<file path="src/rtl/harvest_sense_scheduler.sv">
// Sequences one harvest-classification cycle: ultrasonic ping, echo timing, ringdown,
// one armed camera frame, then a BNN kick, so acoustic and optical data always pair up.
module harvest_sense_scheduler #(
    parameter int unsigned PING_WIDTH    = 250,
    parameter int unsigned ECHO_TIMEOUT  = 1500000,
    parameter int unsigned SETTLE_CYCLES = 50000,
    parameter int unsigned FRAME_TIMEOUT = 2000000,
    parameter int unsigned CNT_W         = 24
) (
    input  logic        clk,
    input  logic        rst,
    input  logic        ena,
    input  logic        start,
    input  logic        auto_mode,
    input  logic        echo_in,
    input  logic        vsync_rise,
    input  logic        vsync_fall,
    input  logic        infer_done,
    output logic        trig_out,
    output logic        frame_en,
    output logic        infer_start,
    output logic        busy,
    output logic        result_valid,
    output logic [15:0] echo_cycles,
    output logic        err_echo,
    output logic        err_frame,
    output logic [7:0]  cycle_count
);

    localparam logic [CNT_W-1:0] PING_LAST   = CNT_W'(PING_WIDTH - 1);
    localparam logic [CNT_W-1:0] ECHO_LAST   = CNT_W'(ECHO_TIMEOUT - 1);
    localparam logic [CNT_W-1:0] SETTLE_LAST = CNT_W'(SETTLE_CYCLES - 1);
    localparam logic [CNT_W-1:0] FRAME_LAST  = CNT_W'(FRAME_TIMEOUT - 1);

    typedef enum logic [2:0] {
        StIdle, StPing, StEchoWait, StSettle, StFrameArm, StFrameWait, StInfer, StReport
    } state_e;

    state_e           state;
    logic [CNT_W-1:0] cnt;
    logic [15:0]      echo_w;
    logic             infer_start_q;
    logic             result_valid_q;

    // Pulses are held with the rest of the state while frozen, but must not leak out.
    assign infer_start  = infer_start_q & ena;
    assign result_valid = result_valid_q & ena;

    always_ff @(posedge clk or posedge rst) begin
        if (rst) begin
            state          <= StIdle;
            cnt            <= '0;
            echo_w         <= '0;
            trig_out       <= 1'b0;
            frame_en       <= 1'b0;
            infer_start_q  <= 1'b0;
            busy           <= 1'b0;
            result_valid_q <= 1'b0;
            echo_cycles    <= '0;
            err_echo       <= 1'b0;
            err_frame      <= 1'b0;
            cycle_count    <= '0;
        end else if (ena) begin
            case (state)
                StIdle: begin
                    if (start || auto_mode) begin
                        state     <= StPing;
                        cnt       <= '0;
                        trig_out  <= 1'b1;
                        busy      <= 1'b1;
                        err_echo  <= 1'b0;
                        err_frame <= 1'b0;
                    end
                end
                StPing: begin
                    if (cnt == PING_LAST) begin
                        state    <= StEchoWait;
                        cnt      <= '0;
                        trig_out <= 1'b0;
                        echo_w   <= '0;
                    end else begin
                        cnt <= cnt + 1'b1;
                    end
                end
                StEchoWait: begin
                    if (echo_in && echo_w != 16'hFFFF) begin
                        echo_w <= echo_w + 16'd1;
                    end
                    // A nonzero width means the echo has been seen; a low sample now is its end.
                    if (!echo_in && echo_w != '0) begin
                        echo_cycles <= echo_w;
                        state       <= StSettle;
                        cnt         <= '0;
                    end else if (cnt == ECHO_LAST) begin
                        err_echo    <= 1'b1;
                        echo_cycles <= 16'hFFFF;
                        state       <= StSettle;
                        cnt         <= '0;
                    end else begin
                        cnt <= cnt + 1'b1;
                    end
                end
                StSettle: begin
                    if (cnt == SETTLE_LAST) begin
                        state <= StFrameArm;
                        cnt   <= '0;
                    end else begin
                        cnt <= cnt + 1'b1;
                    end
                end
                StFrameArm: begin
                    // The frame budget spans ARM and WAIT, so the counter keeps running.
                    if (vsync_rise) begin
                        state    <= StFrameWait;
                        frame_en <= 1'b1;
                        cnt      <= cnt + 1'b1;
                    end else if (cnt >= FRAME_LAST) begin
                        err_frame      <= 1'b1;
                        state          <= StReport;
                        cnt            <= '0;
                        result_valid_q <= 1'b1;
                        cycle_count    <= cycle_count + 8'd1;
                    end else begin
                        cnt <= cnt + 1'b1;
                    end
                end
                StFrameWait: begin
                    if (vsync_fall) begin
                        state         <= StInfer;
                        frame_en      <= 1'b0;
                        infer_start_q <= 1'b1;
                        cnt           <= '0;
                    end else if (cnt >= FRAME_LAST) begin
                        frame_en       <= 1'b0;
                        err_frame      <= 1'b1;
                        state          <= StReport;
                        cnt            <= '0;
                        result_valid_q <= 1'b1;
                        cycle_count    <= cycle_count + 8'd1;
                    end else begin
                        cnt <= cnt + 1'b1;
                    end
                end
                StInfer: begin
                    infer_start_q <= 1'b0;
                    cnt           <= CNT_W'(1);
                    if (cnt != '0 && infer_done) begin
                        state          <= StReport;
                        cnt            <= '0;
                        result_valid_q <= 1'b1;
                        cycle_count    <= cycle_count + 8'd1;
                    end
                end
                StReport: begin
                    result_valid_q <= 1'b0;
                    cnt            <= '0;
                    if (auto_mode) begin
                        state     <= StPing;
                        trig_out  <= 1'b1;
                        err_echo  <= 1'b0;
                        err_frame <= 1'b0;
                    end else begin
                        state <= StIdle;
                        busy  <= 1'b0;
                    end
                end
                default: state <= StIdle;
            endcase
        end
    end

endmodule
</file>
<file path="config.mk">
export PLATFORM = sky130hd
export DESIGN_NAME = harvest_sense_scheduler
export DESIGN_NICKNAME = d
export VERILOG_FILES = /design/src/rtl/harvest_sense_scheduler.sv
export SDC_FILE = /design/constraint.sdc
export NUM_CORES = 1
export LEC_CHECK = 0
export BUFFER_PORTS_ARGS = -buffer_cell sky130_fd_sc_hd__buf_2
export CAP_MARGIN = 15
export CORE_MARGIN = 10
export CORE_UTILIZATION = 41
export CTS_CLUSTER_SIZE = 8
export DETAILED_ROUTE_END_ITERATION = 10
export HOLD_SLACK_MARGIN = 0.1
export PLACE_DENSITY = 0.56
export SLEW_MARGIN = 25
export SYNTH_ARGS = -nofsm -noshare
export SYNTH_HDL_FRONTEND = slang
export SYNTH_SLANG_ARGS = --single-unit
</file>
<file path="constraint.sdc">
create_clock -name clk -period 4.2 [get_ports clk]
set_input_delay 1.05 -clock clk [delete_from_list [all_inputs] [get_ports clk]]
set_output_delay 1.05 -clock clk [all_outputs]
set_load 0.05 [all_outputs]
</file>
# After elaboration in Yosys (flattened, before gate mapping)
# Cells that the tools add are included.
# word_totals
mem_count	0
mem_bits_ro	0
reg_bits	74
out_inout_bits	31
latchBits	0
ramBits	0
# classes
n_mul	0
eq_ne	26
add_sub_neg	3
n_shift	0
n_reduce_logical	30
div	0
muxes	57
n_bitwise	2
order_cmp	1
# op_table
op	count
24-bit two-way mux	8
24-bit one-hot mux with 8 select lines	1
16-bit two-way mux	4
8-bit two-way mux	4
16-bit one-hot mux with 2 select lines	1
3-bit two-way mux	9
2-bit inequality test, second input constant	13
24-bit by 1-bit adder with 24-bit output, second input constant	1
24-bit by 16-bit equality test with 1-bit output, second input constant	1
24-bit by 21-bit equality test with 1-bit output, second input constant	1
24-bit by 8-bit equality test with 1-bit output, second input constant	1
24-bit by 21-bit >= comparator with 1-bit output, second input constant	1
3-bit one-hot mux with 8 select lines	1
8-bit one-hot mux with 3 select lines	1
24-bit nonzero test	1
1-bit two-way mux	21
6-bit AND reduction	3
16-bit by 1-bit adder with 16-bit output, second input constant	1
16-bit inequality test, second input constant	1
16-bit nonzero test	1
5-bit AND reduction	3
3-bit equality test, second input constant	4
4-bit AND reduction	3
2-bit nonzero test	5
other kinds (16)	29

# Logic depth before layout (Yosys ltp)
# depth
depth_word	4
depth_mapped	11
mapped_depth_nobuf	8

# Worst setup path after synthesis
# No wires, ideal clock.
# synth_timing
path_type	input port to flip-flop
start	in ena
end	reg echo_w[3]
cell_stages	6
arrival_ps	2455
path_slack_ps	1676
setup_ps	69
path_cell_list	nand2_1 or4_1 buf_2 and2_1 or4_1 nand3_1
# synth_between
elab_chain_len	1
# synth_lines
element	line	rtl
start, declared	12	input logic ena,
4-bit AND reduction (no line)	n/a	
end signal, assigned	87	echo_w <= echo_w + 16'd1;
end, declared	41	logic [15:0] echo_w;
# No other way between the ends.
# A chain may end at the register's enable or synchronous reset.

# Worst setup path after layout
# layout_timing
start	reg cnt[0]
end	reg cnt[22]
# layout_between
elab_chain_len	4
# layout_lines
element	line	rtl
start, declared	40	logic [CNT_W-1:0] cnt;
start signal, assigned	82	cnt <= cnt + 1'b1;
start signal, assigned	100	cnt <= cnt + 1'b1;
start signal, assigned	108	cnt <= cnt + 1'b1;
24-bit by 1-bit adder with 24-bit output (tied with other cells)	n/a	
24-bit two-way mux (on tied branches)	117, 133, 94	
24-bit two-way mux (on tied branches)	128, 113, 90	
24-bit one-hot mux with 8 select lines (*)	64	case (state)
# Mark *: on every way between the ends. The rest lies on a longest branch, timed or not.

==> metrics.md <==
| Metric | Value |
|---|---|
| Setup crit start kind | `register` |
| # setup viols final | `0` |
| Total negative slack | `0 ns` |
| Seq cells post-synth | `74` |
| Layout net count | `between 500 and 600` |
| CTS Root Cell | `clkbuf_8` |
| Share of layout cells above drive strength 1 | `a little over an eighth` |
| Antenna Cells | `0` |
| GRT Overall Usage | `roughly 16%` |
| Slew headroom | `between 40% and 50%` |
| Final hold violation count | `0` |
| Dpl ws | `around 1.0 ns` |
| I/O pins | `40` |
| Most common cell after layout, fill and taps aside | `dfrtp_1` |
| Syn Inst Count | `between 400 and 500` |
| Critical Path RT | `4.41 ns` |
| Worst path cell trace | `ha_1, nand3_1, or4_4, o32ai_2, o32ai_2, buf_4, nor3_4, o21ai_0` |
| Register area share after synthesis | `44.4%` |
| Later-pin clock latency in the skew report | `0.36 ns` |
| Worst min-delay path category | `register to register` |
| Global-route wire length before repair | `18.9 mm` |
| Asr flop ratio synth | `100%` |
| Slew Limit Fails | `0` |
| Least-Margin Pin Slew | `0.848 ns` |
| CP most frequent cell | `o32ai_2` |
| CP max-delay cell | `nor3_4` |
| Post-CTS Resized | `0` |
| Residual DRC | `0` |
| Syn Nets | `508` |
| Maxcap violations | `0` |
| Setup CP Type | `register to register` |
| Synth top area share | `between 40% and 50%` |
| Vias post-DR | `3826` |
| Synth unique cells | `55` |
| CP Capture Type | `register` |
| Clock sinks | `74` |
| DRT Pass-1 Iters | `5` |
| Fillers | `about 1000` |
| Vias/cell | `roughly 5.8` |
| PwrDens | `308 mW/mm^2` |
| Height of the die | `121 um` |
| Port Buffers | `39` |
| Leading register cell type out of synthesis | `dfrtp_1` |
| Post-DP HPWL | `7.81 mm` |
| Worst EP arrival | `3.34 ns` |
| RSZ-0062 raised after global routing | `false` |
| Clk slew on worst S/H paths | `0.08 ns` |
| Initial Util | `42.3%` |
| Htree depth | `3` |
| Synthesized area | `~0.0042 sq mm` |
| Core Rows | `36` |
| Mean Syn Cell Area | `~8.5 sq um` |
| Status | `completed` |
| Clock period minus worst slack | `around 3.1 ns` |
| Hold-fix buffers at CTS | `0` |
| Clock skew | `0.0117 ns` |
| Syn-to-layout area delta | `12.3%` |
| Most frequent cells in the layout | `74 x dfrtp_1, 63 x nor2_1, 57 x o21ai_0` |
| Gpl congestion | `0.855` |
| Ys Warns | `0` |
| Antenna viol nets, final | `0` |
| Fin area | `0.00469 sq mm` |
| DIE WIDTH | `~120 um` |
| EDFF count, synth | `0` |
| Antenna violations before repair | `0` |
| CTS tree | `done` |
| Clk buf depth | `2` |
| Core Area | `0.00986 sq mm` |
| Final Cycle Share | `74.7%` |
| # Post-CTS Setup Buffers | `0` |
| CP max FO | `19` |
| Die area | `0.0146 sq mm` |
| Leak pwr | `2.04 nW` |
| Number of global-route vias before repair | `3746` |
| Peak supply drop | `130 uV` |
| Largest net degree at the start of global routing | `40` |
| Worst Hold Slack | `between 0.4 and 0.5 ns` |
| Initial DRC Count | `307` |
| Overflow after GRT | `0` |
| Largest stage delay, worst path | `0.63 ns` |
| Num CTS Buffers | `9` |
| Routed WL | `between 10 and 15 mm` |
| DR WL/cell | `16.7 um` |
| Fmax | `319 MHz` |
| Area post-placement | `0.00450 sq mm` |
| Area leader, netlist | `dfrtp_1` |
| Top post-synthesis cells by area | `dfrtp_1 44%, o21ai_0 6.8%, nor2_1 5.7%` |
| Worst setup margin | `about 1.1 ns` |
-- worst max-delay path: cells and delay by family (launching register included) --
family / cells / cell delay, ns
compound gates: 3 / 0.68
fa+ha+maj: 1 / 0.29
buf+inv: 1 / 0.24
flops: 1 / 0.43
simple gates: 3 / 1.34
-- cell families (layout without fill, tap and decap cells) --
kind of cell / Yosys count / in the layout / synth area share, %
XOR/XNOR: 15 / 15 / 3.15
flip-flops: 74 / 74 / 44.4
buffers and inverters: 36 / 73 / 3.51
multiplexers: 2 / 2 / 0.509
adder cells (fa/ha/maj): 6 / 6 / 1.80
AND/OR/NAND/NOR: 239 / 239 / 28.4
AO/OA/AOI/OAI: 121 / 121 / 18.3
-- cell usage after synthesis (2+ instances only) --
cell type / count
dfrtp_1: 74
nor2_1: 63
o21ai_0: 57
nand2_1: 55
nor3_1: 31
nand3_1: 24
clkbuf_1: 19
nand4_1: 17
xnor2_1: 14
a21oi_1: 13
inv_1: 12
and3_1: 10
o31ai_1: 8
o22ai_1: 7
and2_1: 6
ha_1: 6
a211oi_1: 5
or3_1: 5
nor4_1: 4
o21ai_1: 4
or4_1: 4
a31oi_1: 3
buf_2: 3
nand2b_1: 3
nand4b_1: 3
o211ai_1: 3
o41ai_1: 3
a41o_1: 2
and4_1: 2
and4b_1: 2
nor2b_1: 2
nor3b_1: 2
nor4b_1: 2
o2bb2ai_1: 2
o32ai_1: 2
o32ai_2: 2
-- stage by stage --
stage          instances  util (%)  power [W]
6_report             663      47.5    0.00144
5_1_grt              663      47.5    0.00152
4_1_cts              663      47.5    0.00146
3_5_place_dp         648      45.6   0.000910
3_3_place_gp         648      45.6   0.000909
2_1_floorplan        493         -   0.000867
-- registers in the layout (all words and copies together), names as in the netlist --
register and count:
result_valid_q 1, echo_w 16, infer_start_q 1, err_echo 1, trig_out 1, busy 1
echo_cycles 16, cnt 24, cycle_count 8, err_frame 1, frame_en 1, state 3
-- worst paths after layout --
| check | depth (start not counted) | to | slack (ns) | start |
|---|---|---|---|---|
| max | 8 | cnt[22] | 1.06 | cnt[0] |
| min | 1 | cycle_count[7] | 0.47 | cycle_count[7] |
| max reg2reg | 8 | cnt[22] | 1.06 | cnt[0] |
| min reg2reg | 1 | cycle_count[7] | 0.47 | cycle_count[7] |
| max in group asynchronous | 3 | cycle_count[5] | 2.67 | rst |
| min in group asynchronous | 2 | cnt[21] | 0.85 | rst |
-- area by class of cell --
type | count | area [sq um] | share of cell area [%]
multi-input combinational | 383 | 2180 | 46.6
sequential | 74 | 1850 | 39.5
timing repair buffer | 45 | 253 | 5.39
tap | 133 | 166 | 3.55
clock buffer | 10 | 128 | 2.72
clock inverter | 5 | 56.3 | 1.20
inverter | 13 | 48.8 | 1.04
-- per-layer routing --
| metal | vias up | routed length [um] | share of wire, % | track usage [%] |
|---|---|---|---|---|
| met5 | - | 0 | 0 | 0 |
| met4 | 0 | 155 | 1.4 | 4.90 |
| met3 | 12 | 669 | 6.0 | 4.28 |
| met2 | 102 | 5010 | 45 | 24.2 |
| met1 | 1846 | 5240 | 47 | 20.7 |
| li1 | 1866 | - | - | - |
-- report_power, final --
part,switching (W),internal (W),total [W]
Combinational,0.0000902,0.0000437,0.000134
Clock,0.000277,0.000270,0.000548
Sequential,0.0000319,0.000731,0.000763
Power figures use the tool's default switching activity.
